File: src/rtl/regfile_mp.sv
// Multi-ported register file with a per-register pending (scoreboard) bit.
// Two combinational read ports with write-first bypass, two write ports
// (port 1 wins on address collision) and a set port that marks a register
// as awaiting a producer. Register 0 is hardwired to zero when ZERO_REG=1.
module regfile_mp #(
  parameter int unsigned DATA_W   = 32,
  parameter int unsigned ADDR_W   = 5,
  parameter bit          ZERO_REG = 1'b1
) (
  input  logic              clk,
  input  logic              rst_n,
  input  logic [ADDR_W-1:0] ra1,
  input  logic [ADDR_W-1:0] ra2,
  output logic [DATA_W-1:0] rd1,
  output logic [DATA_W-1:0] rd2,
  output logic              busy1,
  output logic              busy2,
  input  logic              we0,
  input  logic [ADDR_W-1:0] wa0,
  input  logic [DATA_W-1:0] wd0,
  input  logic              we1,
  input  logic [ADDR_W-1:0] wa1,
  input  logic [DATA_W-1:0] wd1,
  input  logic              set_en,
  input  logic [ADDR_W-1:0] set_addr,
  output logic              pend_any
);

  localparam int unsigned NREGS = 2 ** ADDR_W;

  logic [DATA_W-1:0] r_regs [NREGS];
  logic [NREGS-1:0]  r_pend;

  logic [NREGS-1:0]  w_sel0;
  logic [NREGS-1:0]  w_sel1;
  logic [NREGS-1:0]  w_set;
  logic [DATA_W-1:0] w_rd1;
  logic [DATA_W-1:0] w_rd2;
  logic              w_busy1;
  logic              w_busy2;

  // One-hot write/set decode; register 0 masked out when it is hardwired.
  always_comb begin : write_decode
    w_sel0 = '0;
    w_sel1 = '0;
    w_set  = '0;
    for (int unsigned i = 0; i < NREGS; i++) begin
      w_sel0[i] = we0    && (wa0      == ADDR_W'(i));
      w_sel1[i] = we1    && (wa1      == ADDR_W'(i));
      w_set[i]  = set_en && (set_addr == ADDR_W'(i));
    end
    if (ZERO_REG) begin
      w_sel0[0] = 1'b0;
      w_sel1[0] = 1'b0;
      w_set[0]  = 1'b0;
    end
  end

  // Register array update; port 1 (long-latency path) overrides port 0.
  always_ff @(posedge clk or negedge rst_n) begin : reg_update
    if (!rst_n) begin
      for (int unsigned i = 0; i < NREGS; i++) begin
        r_regs[i] <= '0;
      end
    end else begin
      for (int unsigned i = 0; i < NREGS; i++) begin
        if (w_sel1[i]) begin
          r_regs[i] <= wd1;
        end else if (w_sel0[i]) begin
          r_regs[i] <= wd0;
        end
      end
    end
  end

  // Pending vector: writes retire a producer, a set issues a new one and wins.
  always_ff @(posedge clk or negedge rst_n) begin : pend_update
    if (!rst_n) begin
      r_pend <= '0;
    end else begin
      r_pend <= (r_pend & ~(w_sel0 | w_sel1)) | w_set;
    end
  end

  // Read port 1 with write-first bypass and zero-register override.
  always_comb begin : read_port1
    w_rd1   = r_regs[ra1];
    w_busy1 = r_pend[ra1];
    if (we0 && (wa0 == ra1)) begin
      w_rd1   = wd0;
      w_busy1 = 1'b0;
    end
    if (we1 && (wa1 == ra1)) begin
      w_rd1   = wd1;
      w_busy1 = 1'b0;
    end
    if (ZERO_REG && (ra1 == '0)) begin
      w_rd1   = '0;
      w_busy1 = 1'b0;
    end
  end

  // Read port 2 with write-first bypass and zero-register override.
  always_comb begin : read_port2
    w_rd2   = r_regs[ra2];
    w_busy2 = r_pend[ra2];
    if (we0 && (wa0 == ra2)) begin
      w_rd2   = wd0;
      w_busy2 = 1'b0;
    end
    if (we1 && (wa1 == ra2)) begin
      w_rd2   = wd1;
      w_busy2 = 1'b0;
    end
    if (ZERO_REG && (ra2 == '0)) begin
      w_rd2   = '0;
      w_busy2 = 1'b0;
    end
  end

  assign rd1      = w_rd1;
  assign rd2      = w_rd2;
  assign busy1    = w_busy1;
  assign busy2    = w_busy2;
  assign pend_any = |r_pend;

endmodule

File: config.mk
export PLATFORM = sky130hd
export DESIGN_NAME = regfile_mp
export DESIGN_NICKNAME = d
export VERILOG_FILES = /design/src/rtl/regfile_mp.sv
export SDC_FILE = /design/constraint.sdc
export NUM_CORES = 2
export LEC_CHECK = 0
export ABC_AREA = 1
export CAP_MARGIN = 15
export CELL_PAD_IN_SITES_DETAIL_PLACEMENT = 0
export CELL_PAD_IN_SITES_GLOBAL_PLACEMENT = 1
export CORE_AREA = 2 2 420 422
export DETAILED_ROUTE_END_ITERATION = 6
export DIE_AREA = 0 0 422 424
export PLACE_DENSITY_LB_ADDON = 0.2
export SLEW_MARGIN = 20
export SYNTH_ARGS = -nofsm -noshare
export SYNTH_HDL_FRONTEND = slang
export SYNTH_SLANG_ARGS = --single-unit
export TNS_END_PERCENT = 100
File: constraint.sdc
create_clock -name clk -period 2.3 [get_ports clk]
set_clock_uncertainty 0.15 [all_clocks]
set_input_delay 0.46 -clock clk [delete_from_list [all_inputs] [get_ports clk]]
set_output_delay 0.46 -clock clk [all_outputs]
set_load 0.1 [all_outputs]
==> summary.txt <==
Cells and area
  – Net count, final: 11,575
  – Area growth, synth to finish: 40.5%
  – Fillers: 16,600
  – Fin cells: approximately 14,000
  – Area used by multi-input combinational logic: roughly 41,000 um^2
  – Layout cells sized above 1: 24.9%
  – FF/Latch Area: roughly 26,000 um^2

Detailed routing
  – Residual DRC count: 0
  – Wire per inst: 32.7 um
  – Total number of vias: 88,751
  – DR pass1 iterations: 7
  – Antenna Nets Post-Route: 0
  – Vias per cell: about 6.4
  – Drt total wl: around 460,000 um
  – Number of DRC markers in iteration 0: 14,221

Logic synthesis
  – Dominant synthesized flop cell: dfrtp_1
  – Sequential area share after synthesis: 37.0%
  – Cells after Synth: 10,823
  – Count leader, synth: nand2_1
  – Flops & latches, synth: 1,023
  – Syn Nets: roughly 11,000
  – Post-synth EDFFs: 0
  – Yosys top cell by area: dfrtp_1
  – Synth area leaders: dfrtp_1 (37%), o21ai_0 (17%), nand2_1 (14%)
  – Syn_area_per_cell: 6.40 um^2
  – Asr flop ratio synth: 100%
  – Synth warn: 0
  – Share of the synthesized area in the top cell type: 37.0%
  – Commonest cells post-synth: nand2_1 (2,572), o21ai_0 (2,312), nand3_1 (1,816)
  – Synth Cell Area: 69,300 um^2
  – Yosys cell types: 34

Floorplan
  – Die ar.: 179,000 um^2
  – Num rows: 154
  – Die width: 422 um
  – Die Y-Extent: 424 um
  – Initial core utilization: 39.6%
  – Io pins: 161
  – CORE AREA: 175,000 um^2

Clock network
  – Clock tree buffer depth: 3
  – Worst-Skew Late Latency: 0.80 ns
  – Total CTS buffers: 134
  – CTS tree: yes
  – Clock-pin slew on the worst setup and hold paths: 0.06 ns
  – Root Buffer: clkbuf_16
  – Htree depth: 4
  – Clock Sinks: just over 1,000

Placed design
  – Placed Cells: 13,525
  – RD Place Congestion: approximately 1.0
  – Buffers on Ports: between 150 and 200
  – Detailed placement HPWL: about 310,000 um
  – Worst slack at placement: -1.04 ns

STA
  – Tightest Pin Transition: 0.928 ns
  – Final WS setup: -0.658 ns
  – RSZ-0062 raised after global routing: true
  – Fmax: 338 MHz
  – Final min period: 2.96 ns
  – Pins Over Slew Limit: 0
  – Fin. Hold Viols: 0
  – Rel. slew slack: 38.1%
  – Finish-stage setup viols: 67
  – Period utilization: 129%

Power and ir drop
  – P per Cell Area: 738 nW/um^2
  – Sw power: 27.5 mW
  – Share of power burned in registers: 34.6%
  – Logic pwr share: 35.2%
  – Static leakage: roughly 46 nW
  – Internal power: 44.4 mW
  – Peak supply drop: between 700 and 800 uV
  – Switching Fraction: a little under two fifths
  – Clock power frac: roughly 30%

Min path
  – Hold EP: r_regs[848]$_DFFE_PN0P_
  – Hold_sp: wd1[16]
  – Hold WC Path Type: in -> reg
  – WHS Path Cells: 3

Global routing
  – GRT overflow: 0
  – GRT Overall Usage: 49.5%
  – Initial antenna violation count: 40
  – First-pass GRT wire length: 634,000 um
  – Largest net degree at the start of global routing: 73
  – Number of global-route vias before repair: 81,856

Setup path
  – Reg2reg path depth: 4
  – WP data arrival: 2.35 ns
  – R2R Path End: r_regs[333]$_DFFE_PN0P_
  – Worst Setup Start Kind: flip-flop
  – Crit-path cells: inv_1 -> nand2_1 -> nand3_2 -> nand3_2 -> nand3_2 -> nand3_2 -> buf_12 -> nand3_4 -> a21oi_4 -> buf_12
  – Worst Path Buf+Inv: 3
  – Critical Path Slowest Stage Cell: dfrtp_1
  – Reg-to-reg slack, setup: 1.22 ns
  – Largest stage delay, worst path: 0.32 ns
  – Origin of the critical flop-to-flop path: r_regs[333]$_DFFE_PN0P_
  – Most used cell along the critical path: nand3_2
  – Setup CP Type: reg -> out
  – CP max FO: 3
  – CP endpoint kind: output port
  – Worst Path Required: 1.69 ns
  – Top delay family on crit path: simple AND/OR/NAND/NOR gates

Outcome
  – Violated checks: setup timing
  – Status: complete, but fails checks

Job
  – Max-Cap Viols: 0
## metal layers
| layer | vias up | global-route usage (%) | part of all wire (%) |
|---|---|---|---|
| met4 | 12 | 42.0 | 10 |
| li1 | 37240 | - | - |
| met3 | 1858 | 15.5 | 13 |
| met2 | 7198 | 70.0 | 41 |
| met5 | - | 0.376 | 0.017 |
| met1 | 42443 | 60.9 | 36 |
## power by group through the flow
stage	sequential, mW	combinational [mW]	clock (mW)
6_report	24.9	25.3	21.7
5_1_grt	25.3	27.2	22.4
4_1_cts	24.7	23.8	21.6
3_5_place_dp	24.9	22.4	0
3_3_place_gp	24.8	22.0	0
2_1_floorplan	24.4	14.4	0
## cell usage in the layout, fill, tap and decap left out, types with 28 or more instances in the layout
| cell | synthesis | final |
|---|---|---|
| nor2_2 | 11 | 40 |
| o21ai_1 | 107 | 161 |
| nor2_4 | 8 | 31 |
| buf_12 | 0 | 465 |
| o22ai_1 | 245 | 238 |
| buf_4 | 6 | 888 |
| nand2_1 | 2572 | 2383 |
| nand2_2 | 15 | 190 |
| buf_16 | 0 | 45 |
| dfrtp_1 | 1023 | 1021 |
| inv_1 | 923 | 725 |
| clkdlybuf4s50_1 | 0 | 70 |
| nand3_1 | 1816 | 1231 |
| o21ai_0 | 2312 | 2248 |
| nand3_2 | 0 | 447 |
| nor2_1 | 536 | 484 |
| clkbuf_8 | 0 | 37 |
| inv_2 | 38 | 222 |
| buf_6 | 2 | 39 |
| clkbuf_1 | 639 | 28 |
| clkbuf_16 | 0 | 146 |
| diode_2 | 0 | 34 |
| a21oi_4 | 0 | 63 |
| a21oi_1 | 117 | 41 |
| nand3_4 | 0 | 138 |
## cell type report
class | count | share of cell area, %
Antenna cell | 34 | 0.0874
Clock buffer | 204 | 4.22
Clock inverter | 31 | 0.262
Inverter | 963 | 3.87
Multi-Input combinational cell | 7811 | 42.6
Sequential cell | 1023 | 26.3
Tap cell | 2340 | 3.01
Timing Repair Buffer | 1546 | 19.6
Timing Repair inverter | 2 | 0.0180
## per-stage QoR
step	instance area, um^2	total power [mW]	hold slack (ns)	util, %	TNS [ns]
global placement	86500	46.8	0.337	49.4	-568.98
detailed placement	86500	47.2	0.338	49.4	-584.54
floorplan	72300	38.7	0.0144	-	-16.71
global route	97300	74.8	0.197	55.6	-39.27
finish	97300	71.9	0.179	55.6	-35.92
CTS	95200	70.1	0.156	54.4	-34.11
## worst min-delay path, delay by kind of cell
family	cells	cell delay, ns
compound gates	1	0.06
buf+inv	1	0.48
simple gates	1	0.10
## cell families after synthesis
logic type	after synthesis	share of synthesized area (%)
buffers and inverters	1989	11.4
XOR/XNOR	1	0.0126
AO/OA/AOI/OAI	2831	21.1
flip-flops	1023	37.0
AND/OR/NAND/NOR	4979	30.6
## worst max-delay path by stage
stage / from / endpoint / slack, ns / cells after the start
6_report: r_regs[439]$_DFFE_PN0P_ / rd1[23] / -0.66 / 10
5_1_grt: r_regs[439]$_DFFE_PN0P_ / rd1[23] / -0.72 / 10
4_1_cts: r_pend[25]$_DFF_PN0_ / pend_any / -0.64 / 5
3_5_place_dp: wa0[1] / r_regs[250]$_DFFE_PN0P_ / -1.04 / 11
3_3_place_gp: wa0[0] / rd2[31] / -1.03 / 12
2_1_floorplan: ra1[0] / rd1[30] / -0.33 / 11
## repair_timing
action | in CTS | in global routing
setup buffers | 87 | 45
cloned | 30 | 5
setup endpoints to repair | 100 | 72
hold buffers | 1 | 0
gates resized for setup | 773 | 406
pin swaps | 372 | 243
hold endpoints to repair | 668 | 0
## sequential cells by signal (all words and copies together), names as in the netlist
register  cells
r_regs      992
r_pend       31
(Power assumes the default switching activity.)
